--- src/rtl/lsb_queue_mp.sv ---
`default_nettype none
// ============================================================================
//  Module   : lsb_queue_mp
//  Purpose  : In-order load/store queue. Entries are allocated in program
//             order, snoop NUM_WB writeback buses for pending operands, and
//             the head entry issues one outstanding memory request at a time.
//             Loads are sign/zero-extended; stores issue only at ROB head.
//  Options  : LSB_MMIO_EN - loads to addr[17:16]==2'b11 wait for ROB head.
//  Revision : 1.0 - initial release
// ============================================================================
module lsb_queue_mp #(
    parameter int DEPTH_BIT = 3,
    parameter int ROB_BIT   = 4,
    parameter int NUM_WB    = 2
) (
    input  logic                      clk_in,
    input  logic                      rst_n_in,
    input  logic                      rdy_in,
    input  logic                      flush_in,
    input  logic                      inst_valid,
    input  logic [3:0]                inst_op,
    input  logic [ROB_BIT-1:0]        inst_rob_idx,
    input  logic [31:0]               inst_r1,
    input  logic [31:0]               inst_r2,
    input  logic [ROB_BIT-1:0]        inst_dep1,
    input  logic [ROB_BIT-1:0]        inst_dep2,
    input  logic                      inst_has_dep1,
    input  logic                      inst_has_dep2,
    input  logic [11:0]               inst_offset,
    output logic                      full,
    input  logic [NUM_WB-1:0]         wb_valid,
    input  logic [NUM_WB*ROB_BIT-1:0] wb_idx,
    input  logic [NUM_WB*32-1:0]      wb_value,
    input  logic                      rob_head_valid,
    input  logic [ROB_BIT-1:0]        rob_head_idx,
    output logic                      st_done,
    output logic [ROB_BIT-1:0]        st_done_idx,
    output logic                      lsb_wb_valid,
    output logic [ROB_BIT-1:0]        lsb_wb_idx,
    output logic [31:0]               lsb_wb_value,
    output logic                      mem_valid,
    input  logic                      mem_ready,
    output logic                      mem_wr,
    output logic [1:0]                mem_len,
    output logic [31:0]               mem_addr,
    output logic [31:0]               mem_wdata,
    input  logic                      mem_done,
    input  logic [31:0]               mem_rdata
);

    localparam int                 DEPTH     = 1 << DEPTH_BIT;
    localparam logic [DEPTH_BIT:0] DEPTH_CNT = (DEPTH_BIT + 1)'(DEPTH);

    localparam logic [1:0] ST_IDLE  = 2'd0;
    localparam logic [1:0] ST_WAIT  = 2'd1;
    localparam logic [1:0] ST_DRAIN = 2'd2;

    // Queue storage
    logic [DEPTH-1:0]   ent_valid;
    logic [3:0]         ent_op   [DEPTH];
    logic [ROB_BIT-1:0] ent_tag  [DEPTH];
    logic [31:0]        ent_r1   [DEPTH];
    logic [31:0]        ent_r2   [DEPTH];
    logic [ROB_BIT-1:0] ent_dep1 [DEPTH];
    logic [ROB_BIT-1:0] ent_dep2 [DEPTH];
    logic               ent_has1 [DEPTH];
    logic               ent_has2 [DEPTH];
    logic [11:0]        ent_off  [DEPTH];

    logic [DEPTH_BIT-1:0] head;
    logic [DEPTH_BIT-1:0] tail;
    logic [DEPTH_BIT:0]   count;
    logic [DEPTH_BIT:0]   count_next;

    logic [1:0] state;
    logic [1:0] state_next;

    // Details of the request in flight; kept so a flushed store can still report
    logic               out_store;
    logic [ROB_BIT-1:0] out_tag;
    logic [2:0]         out_op;

    logic [32:0] snoop1 [DEPTH];
    logic [32:0] snoop2 [DEPTH];
    logic [32:0] push1;
    logic [32:0] push2;

    logic        pop;
    logic        push;
    logic        head_ready;
    logic        head_at_rob;
    logic        launchable;
    logic [31:0] head_addr;

    // Lowest-numbered writeback port carrying the tag; bit 32 flags a hit
    function automatic logic [32:0] wb_lookup(input logic [ROB_BIT-1:0] tag);
        logic [32:0] res;
        res = '0;
        for (int k = NUM_WB - 1; k >= 0; k--) begin
            if (wb_valid[k] && (wb_idx[k*ROB_BIT +: ROB_BIT] == tag)) begin
                res = {1'b1, wb_value[k*32 +: 32]};
            end
        end
        return res;
    endfunction

    // Narrow load data is widened according to size and signedness
    function automatic logic [31:0] extend_load(input logic [31:0] raw, input logic [2:0] op);
        logic [31:0] res;
        case (op[1:0])
            2'd0:    res = op[2] ? {24'd0, raw[7:0]}  : {{24{raw[7]}}, raw[7:0]};
            2'd1:    res = op[2] ? {16'd0, raw[15:0]} : {{16{raw[15]}}, raw[15:0]};
            default: res = raw;
        endcase
        return res;
    endfunction

    // Writeback matches for every stored entry and for the incoming instruction
    always_comb begin
        for (int i = 0; i < DEPTH; i++) begin
            snoop1[i] = wb_lookup(ent_dep1[i]);
            snoop2[i] = wb_lookup(ent_dep2[i]);
        end
        push1 = wb_lookup(inst_dep1);
        push2 = wb_lookup(inst_dep2);
    end

    assign head_addr   = ent_r1[head] + {{20{ent_off[head][11]}}, ent_off[head]};
    assign head_ready  = ent_valid[head] && !ent_has1[head] && !ent_has2[head];
    assign head_at_rob = rob_head_valid && (rob_head_idx == ent_tag[head]);

    // Stores are non-speculative; loads go as soon as operands are ready
    always_comb begin
        launchable = 1'b0;
        if (ent_op[head][3]) begin
            launchable = head_ready && head_at_rob;
        end else begin
`ifdef LSB_MMIO_EN
            launchable = head_ready && ((head_addr[17:16] != 2'b11) || head_at_rob);
`else
            launchable = head_ready;
`endif
        end
    end

    assign pop        = (state == ST_WAIT) && mem_done && !flush_in;
    assign push       = inst_valid && !flush_in && (!full || pop);
    assign count_next = count + {{DEPTH_BIT{1'b0}}, push} - {{DEPTH_BIT{1'b0}}, pop};

    // Memory FSM state register; a stall freezes it
    always_ff @(posedge clk_in or negedge rst_n_in) begin
        if (!rst_n_in) begin
            state <= ST_IDLE;
        end else if (rdy_in) begin
            state <= state_next;
        end
    end

    // Memory FSM next state; a flush turns an outstanding access into a drain
    always_comb begin
        state_next = state;
        case (state)
            ST_IDLE: begin
                if (mem_valid && mem_ready) begin
                    state_next = flush_in ? ST_DRAIN : ST_WAIT;
                end
            end
            ST_WAIT: begin
                if (mem_done) begin
                    state_next = ST_IDLE;
                end else if (flush_in) begin
                    state_next = ST_DRAIN;
                end
            end
            ST_DRAIN: begin
                if (mem_done) begin
                    state_next = ST_IDLE;
                end
            end
            default: state_next = ST_IDLE;
        endcase
    end

    // Request fields straight from the head entry; zero when nothing is offered
    always_comb begin
        mem_valid = 1'b0;
        mem_wr    = 1'b0;
        mem_len   = 2'd0;
        mem_addr  = 32'd0;
        mem_wdata = 32'd0;
        if ((state == ST_IDLE) && launchable) begin
            mem_valid = 1'b1;
            mem_wr    = ent_op[head][3];
            mem_len   = ent_op[head][1:0];
            mem_addr  = head_addr;
            mem_wdata = ent_r2[head];
        end
    end

    // Entry storage: snoop, pop at head, push at tail; flush empties the queue
    always_ff @(posedge clk_in or negedge rst_n_in) begin
        if (!rst_n_in) begin
            ent_valid <= '0;
            head      <= '0;
            tail      <= '0;
            count     <= '0;
            full      <= 1'b0;
            for (int i = 0; i < DEPTH; i++) begin
                ent_op[i]   <= '0;
                ent_tag[i]  <= '0;
                ent_r1[i]   <= '0;
                ent_r2[i]   <= '0;
                ent_dep1[i] <= '0;
                ent_dep2[i] <= '0;
                ent_has1[i] <= 1'b0;
                ent_has2[i] <= 1'b0;
                ent_off[i]  <= '0;
            end
        end else if (rdy_in) begin
            if (flush_in) begin
                ent_valid <= '0;
                head      <= '0;
                tail      <= '0;
                count     <= '0;
                full      <= 1'b0;
            end else begin
                for (int i = 0; i < DEPTH; i++) begin
                    if (ent_valid[i] && ent_has1[i] && snoop1[i][32]) begin
                        ent_r1[i]   <= snoop1[i][31:0];
                        ent_has1[i] <= 1'b0;
                    end
                    if (ent_valid[i] && ent_has2[i] && snoop2[i][32]) begin
                        ent_r2[i]   <= snoop2[i][31:0];
                        ent_has2[i] <= 1'b0;
                    end
                end
                if (pop) begin
                    ent_valid[head] <= 1'b0;
                    head            <= head + 1'b1;
                end
                // When full, the slot at tail is the one being popped, so push overrides it
                if (push) begin
                    ent_valid[tail] <= 1'b1;
                    ent_op[tail]    <= inst_op;
                    ent_tag[tail]   <= inst_rob_idx;
                    ent_dep1[tail]  <= inst_dep1;
                    ent_dep2[tail]  <= inst_dep2;
                    ent_off[tail]   <= inst_offset;
                    ent_r1[tail]    <= (inst_has_dep1 && push1[32]) ? push1[31:0] : inst_r1;
                    ent_r2[tail]    <= (inst_has_dep2 && push2[32]) ? push2[31:0] : inst_r2;
                    ent_has1[tail]  <= inst_has_dep1 && !push1[32];
                    ent_has2[tail]  <= inst_has_dep2 && !push2[32];
                    tail            <= tail + 1'b1;
                end
                count <= count_next;
                full  <= (count_next == DEPTH_CNT);
            end
        end
    end

    // Capture the launched request so completion does not depend on the queue
    always_ff @(posedge clk_in or negedge rst_n_in) begin
        if (!rst_n_in) begin
            out_store <= 1'b0;
            out_tag   <= '0;
            out_op    <= '0;
        end else if (rdy_in && mem_valid && mem_ready) begin
            out_store <= ent_op[head][3];
            out_tag   <= ent_tag[head];
            out_op    <= ent_op[head][2:0];
        end
    end

    // Completion reporting: load result or store-done pulse, one cycle after mem_done
    always_ff @(posedge clk_in or negedge rst_n_in) begin
        if (!rst_n_in) begin
            lsb_wb_valid <= 1'b0;
            lsb_wb_idx   <= '0;
            lsb_wb_value <= '0;
            st_done      <= 1'b0;
            st_done_idx  <= '0;
        end else if (rdy_in) begin
            lsb_wb_valid <= 1'b0;
            st_done      <= 1'b0;
            if (mem_done && ((state == ST_WAIT) || (state == ST_DRAIN))) begin
                if (out_store) begin
                    st_done     <= 1'b1;
                    st_done_idx <= out_tag;
                end else if ((state == ST_WAIT) && !flush_in) begin
                    lsb_wb_valid <= 1'b1;
                    lsb_wb_idx   <= out_tag;
                    lsb_wb_value <= extend_load(mem_rdata, out_op);
                end
            end
        end
    end

endmodule
`default_nettype wire

--- config.mk ---
export PLATFORM = sky130hd
export DESIGN_NAME = lsb_queue_mp
export DESIGN_NICKNAME = d
export VERILOG_FILES = /design/src/rtl/lsb_queue_mp.sv
export SDC_FILE = /design/constraint.sdc
export NUM_CORES = 2
export LEC_CHECK = 0
export BUFFER_PORTS_ARGS = -buffer_cell sky130_fd_sc_hd__buf_2
export CAP_MARGIN = 20
export CELL_PAD_IN_SITES_DETAIL_PLACEMENT = 1
export CELL_PAD_IN_SITES_GLOBAL_PLACEMENT = 2
export CORE_MARGIN = 2
export CORE_UTILIZATION = 43
export CTS_CLUSTER_DIAMETER = 150
export CTS_CLUSTER_SIZE = 40
export DETAILED_ROUTE_END_ITERATION = 8
export HOLD_SLACK_MARGIN = 0.12
export PLACE_DENSITY = 0.95
export RECOVER_POWER = 50
export SETUP_SLACK_MARGIN = 0.15
export SYNTH_ARGS = -nofsm -noshare
export SYNTH_HDL_FRONTEND = slang
export SYNTH_SLANG_ARGS = --single-unit
--- constraint.sdc ---
create_clock -name clk_in -period 8 [get_ports clk_in]
set_input_delay 1.6 -clock clk_in [delete_from_list [all_inputs] [get_ports clk_in]]
set_output_delay 1.6 -clock clk_in [all_outputs]
set_load 0.02 [all_outputs]
==> reports/summary.txt <==
Status: finished, violations left
Violations in the final reports: max-capacitance violations, max-slew violations
Total gr overflow: 0
FFs w/ async S/R, synth: 100%
Share of the synthesized area in the top cell type: 41.8%
Highest attainable clock frequency: 133 MHz
Cell type of the slowest stage on the worst timing path: nor3b_2
Final period utilization: 93.9%
Maximum Capacitance Violations: 4
Hold buffers post-CTS: 0
Largest stage delay on the critical path: 0.88 ns
Worst R2R Setup Slack: 3.42 ns
WP buf/inv: 2
Final worst setup slack: 0.491 ns
Nets: 5,300
Cells traversed along the worst timing path: nor3b_2, buf_4, a22oi_1, nand4_1, ha_1, a211oi_1, o21ai_1, a31oi_1, o2111a_1, o21ai_1, a21o_1, mux2_2, a2111oi_0, buf_2
Power density of the placed cells: 266 mW/mm2
Critical R2R Capture: out_op[2]
Unrepaired setup endpoints after global routing: no
TritonCTS clock tree: yes
Worst Skew: 0.0336 ns
Synthesis-to-layout area growth: 6.88%
Number of setup violations in the final report: 0
Antenna violation net count after detailed routing: 0
Top cell types by occurrence after synthesis: dfrtp_1 (823), mux2i_1 (581), clkbuf_1 (448)
Path depth of the worst reg2reg path: 9
Global-route usage over all layers: 35.2%
DIE HEIGHT: 342 um
Netlist area before placement: 0.0493 mm2
Wire length per cell after detailed routing: 32.3 um
Worst r2r src: head[2]
CTS buffer count: 24
Number of flops mapped to enable cells by yosys: 0
Post-synthesis cell count: 5,158
Maximum number of pins on one net before global-route repair: 191
Source of the critical timing path: head[2]
H-tree depth reported by CTS: 1
IO buf count: 322
IO Pins: 323
DR pass1 iterations: 6
Die area: 0.117 mm2
Post-place setup slack: 1.17 ns
Max VDD drop: 0.000190 V
Max Root-Sink Buffers: 3
Portion of the post-synthesis area used by sequential elements: 41.8%
Sum of net half-perimeters after detailed placement: 128,000 um
Final worst hold slack: 0.518 ns
Total vias in the final route: 46,100
Post-Synthesis Mean Instance Area: 9.55 um2
Critical path destination: mem_addr[24]
Row count: 124
Insertion delay to the later sink of the worst-skew pair: 0.68 ns
Setup Total Neg Slack: 0 ns
Final Wtd Congestion: 0.870
Post-synthesis sequential element count: 823
Tightest Pin Transition: 5.98 ns
Placeable core region: 0.114 mm2
Clk Tree Root Cell: clkbuf_16
Cell with the most instances on the worst path: o21ai_1
Biggest fanout along the worst timing path: 17
Leading area contributor after synthesis: dfrtp_1
Wire length of the first global-routing pass: 316,000 um
Number of global-route vias before repair: 48,000
Relative slew margins: -298%
Number of library cell types mapped by synthesis: 70
CP endpoint kind: primary output
Critical path startpoint category: register
Dominant synthesized flop cell: dfrtp_1
Starting density of the core: 43.2%
Clk pin slew, worst setup/hold paths: 0.15 ns
Minimum clock period: 7.51 ns
Total detailed-routing wirelength: 213,000 um
Synth warnings: 0
Top cell family by delay on the critical path: compound AO/OA/AOI/OAI gates
Cells on Worst Hold Path: 1
Syn_nets: 5,412
DIE WIDTH: 342 um
Required time of the worst setup path: 6.40 ns
Antenna violations before repair: 21
Clock net sink count: 823
Critical Setup Path Class: reg -> out
Remaining routing DRC violations: 0
Arr. time, crit path: 5.91 ns
Path category of the worst min-delay check: reg -> reg
Top post-synthesis cells by area: dfrtp_1 (42%), mux2i_1 (12%), o22ai_1 (5.1%), mux2_2 (4.8%), a22o_1 (4.6%)
Share of cells above drive strength 1: 14.4%
Most repeated cell in the gate-level netlist after synthesis: dfrtp_1
Final slew viol count: 499
Logic depth of the worst path, buffers included: 14
Initial DRC Count: 5,251
Static leakage power: 22.2 nW
Vias per std cell: 7.01
Hold Violations, Final: 0
[worst register-to-register path, delay by kind of cell (launching register included)]
family | cells | cell delay, ns
flops | 1 | 0.79
simple gates | 3 | 1.85
buf+inv | 1 | 0.34
mux | 1 | 0.35
compound gates | 4 | 1.15
[placed cells by master (no fill, tap or decap), types with 191 or more instances in the layout]
cell | netlist | layout
mux2_2 | 212 | 211
a21oi_1 | 325 | 325
nor2_1 | 382 | 370
mux2i_1 | 581 | 581
a22oi_1 | 191 | 191
nand3_1 | 270 | 268
o22ai_1 | 402 | 402
buf_2 | 49 | 297
o21ai_0 | 301 | 295
a22o_1 | 258 | 258
dfrtp_1 | 823 | 823
[cell families after synthesis]
kind of cell	after synthesis	synth area share, %
multiplexers	873	18.6
buffers and inverters	631	4.95
adder cells (fa/ha/maj)	42	1.10
AO/OA/AOI/OAI	1628	21.1
XOR/XNOR	170	3.02
flip-flops	823	41.8
AND/OR/NAND/NOR	991	9.47
[metrics by stage]
step	power (mW)	utilization (%)	instances	instance area [um2]
global route	14.7	46.2	6572	52600
CTS	13.9	46.2	6560	52700
global placement	11.7	45.5	6529	51900
floorplan	9.88	-	5158	49300
detailed placement	11.9	45.6	6532	52000
finish	14.0	46.2	6575	52600
[repair_timing]
| action | in CTS | in global routing |
|---|---|---|
| endpoints found under the setup margin | 0 | 2 |
| buffers inserted | 0 | 0 |
| resized for setup | 0 | 1 |
[routing by layer]
metal	up-vias	share of wire [%]	track usage [%]	routed length, um
li1	18800	-	-	-
met1	23600	39	45.8	83900
met2	2916	45	55.6	96300
met3	757	9.7	7.04	20600
met4	10	5.6	18.0	11900
met5	-	0.029	0	62
[final cells by class]
type	instances	area [um2]
multi-input combinational	3704	26600
fill	12900	61400
sequential	823	20600
clock buffer	25	626
clock inverter	3	71.3
antenna	15	37.5
timing repair buffer	444	2610
tap	1512	1890
inverter	49	184
[registers in the layout, indices dropped and copies added, names as in the netlist, 4 cells and up]
register      count
ent_tag          32
lsb_wb_value     32
ent_dep1         32
ent_op           32
ent_r1          256
ent_has2          8
ent_off          96
ent_valid         8
ent_dep2         32
ent_has1          8
lsb_wb_idx        4
out_tag           4
ent_r2          256
st_done_idx       4
count             4
[power breakdown]
part	internal, mW	leakage (nW)	switching, mW
registers	5.36	10.9	0.912
logic	2.30	11.0	3.45
clock network	0.636	0.342	1.37
[worst min-delay path by stage]
stage | start | end | slack [ns]
5_1_grt | ent_off[82] | ent_off[82] | 0.53
6_report | ent_tag[26] | ent_tag[26] | 0.52
3_5_place_dp | ent_off[86] | ent_off[86] | 0.49
3_3_place_gp | lsb_wb_valid | lsb_wb_valid | 0.46
4_1_cts | ent_off[86] | ent_off[86] | 0.52
2_1_floorplan | ent_off[20] | ent_off[20] | 0.46
No activity file was read; power rests on OpenSTA's default activity.
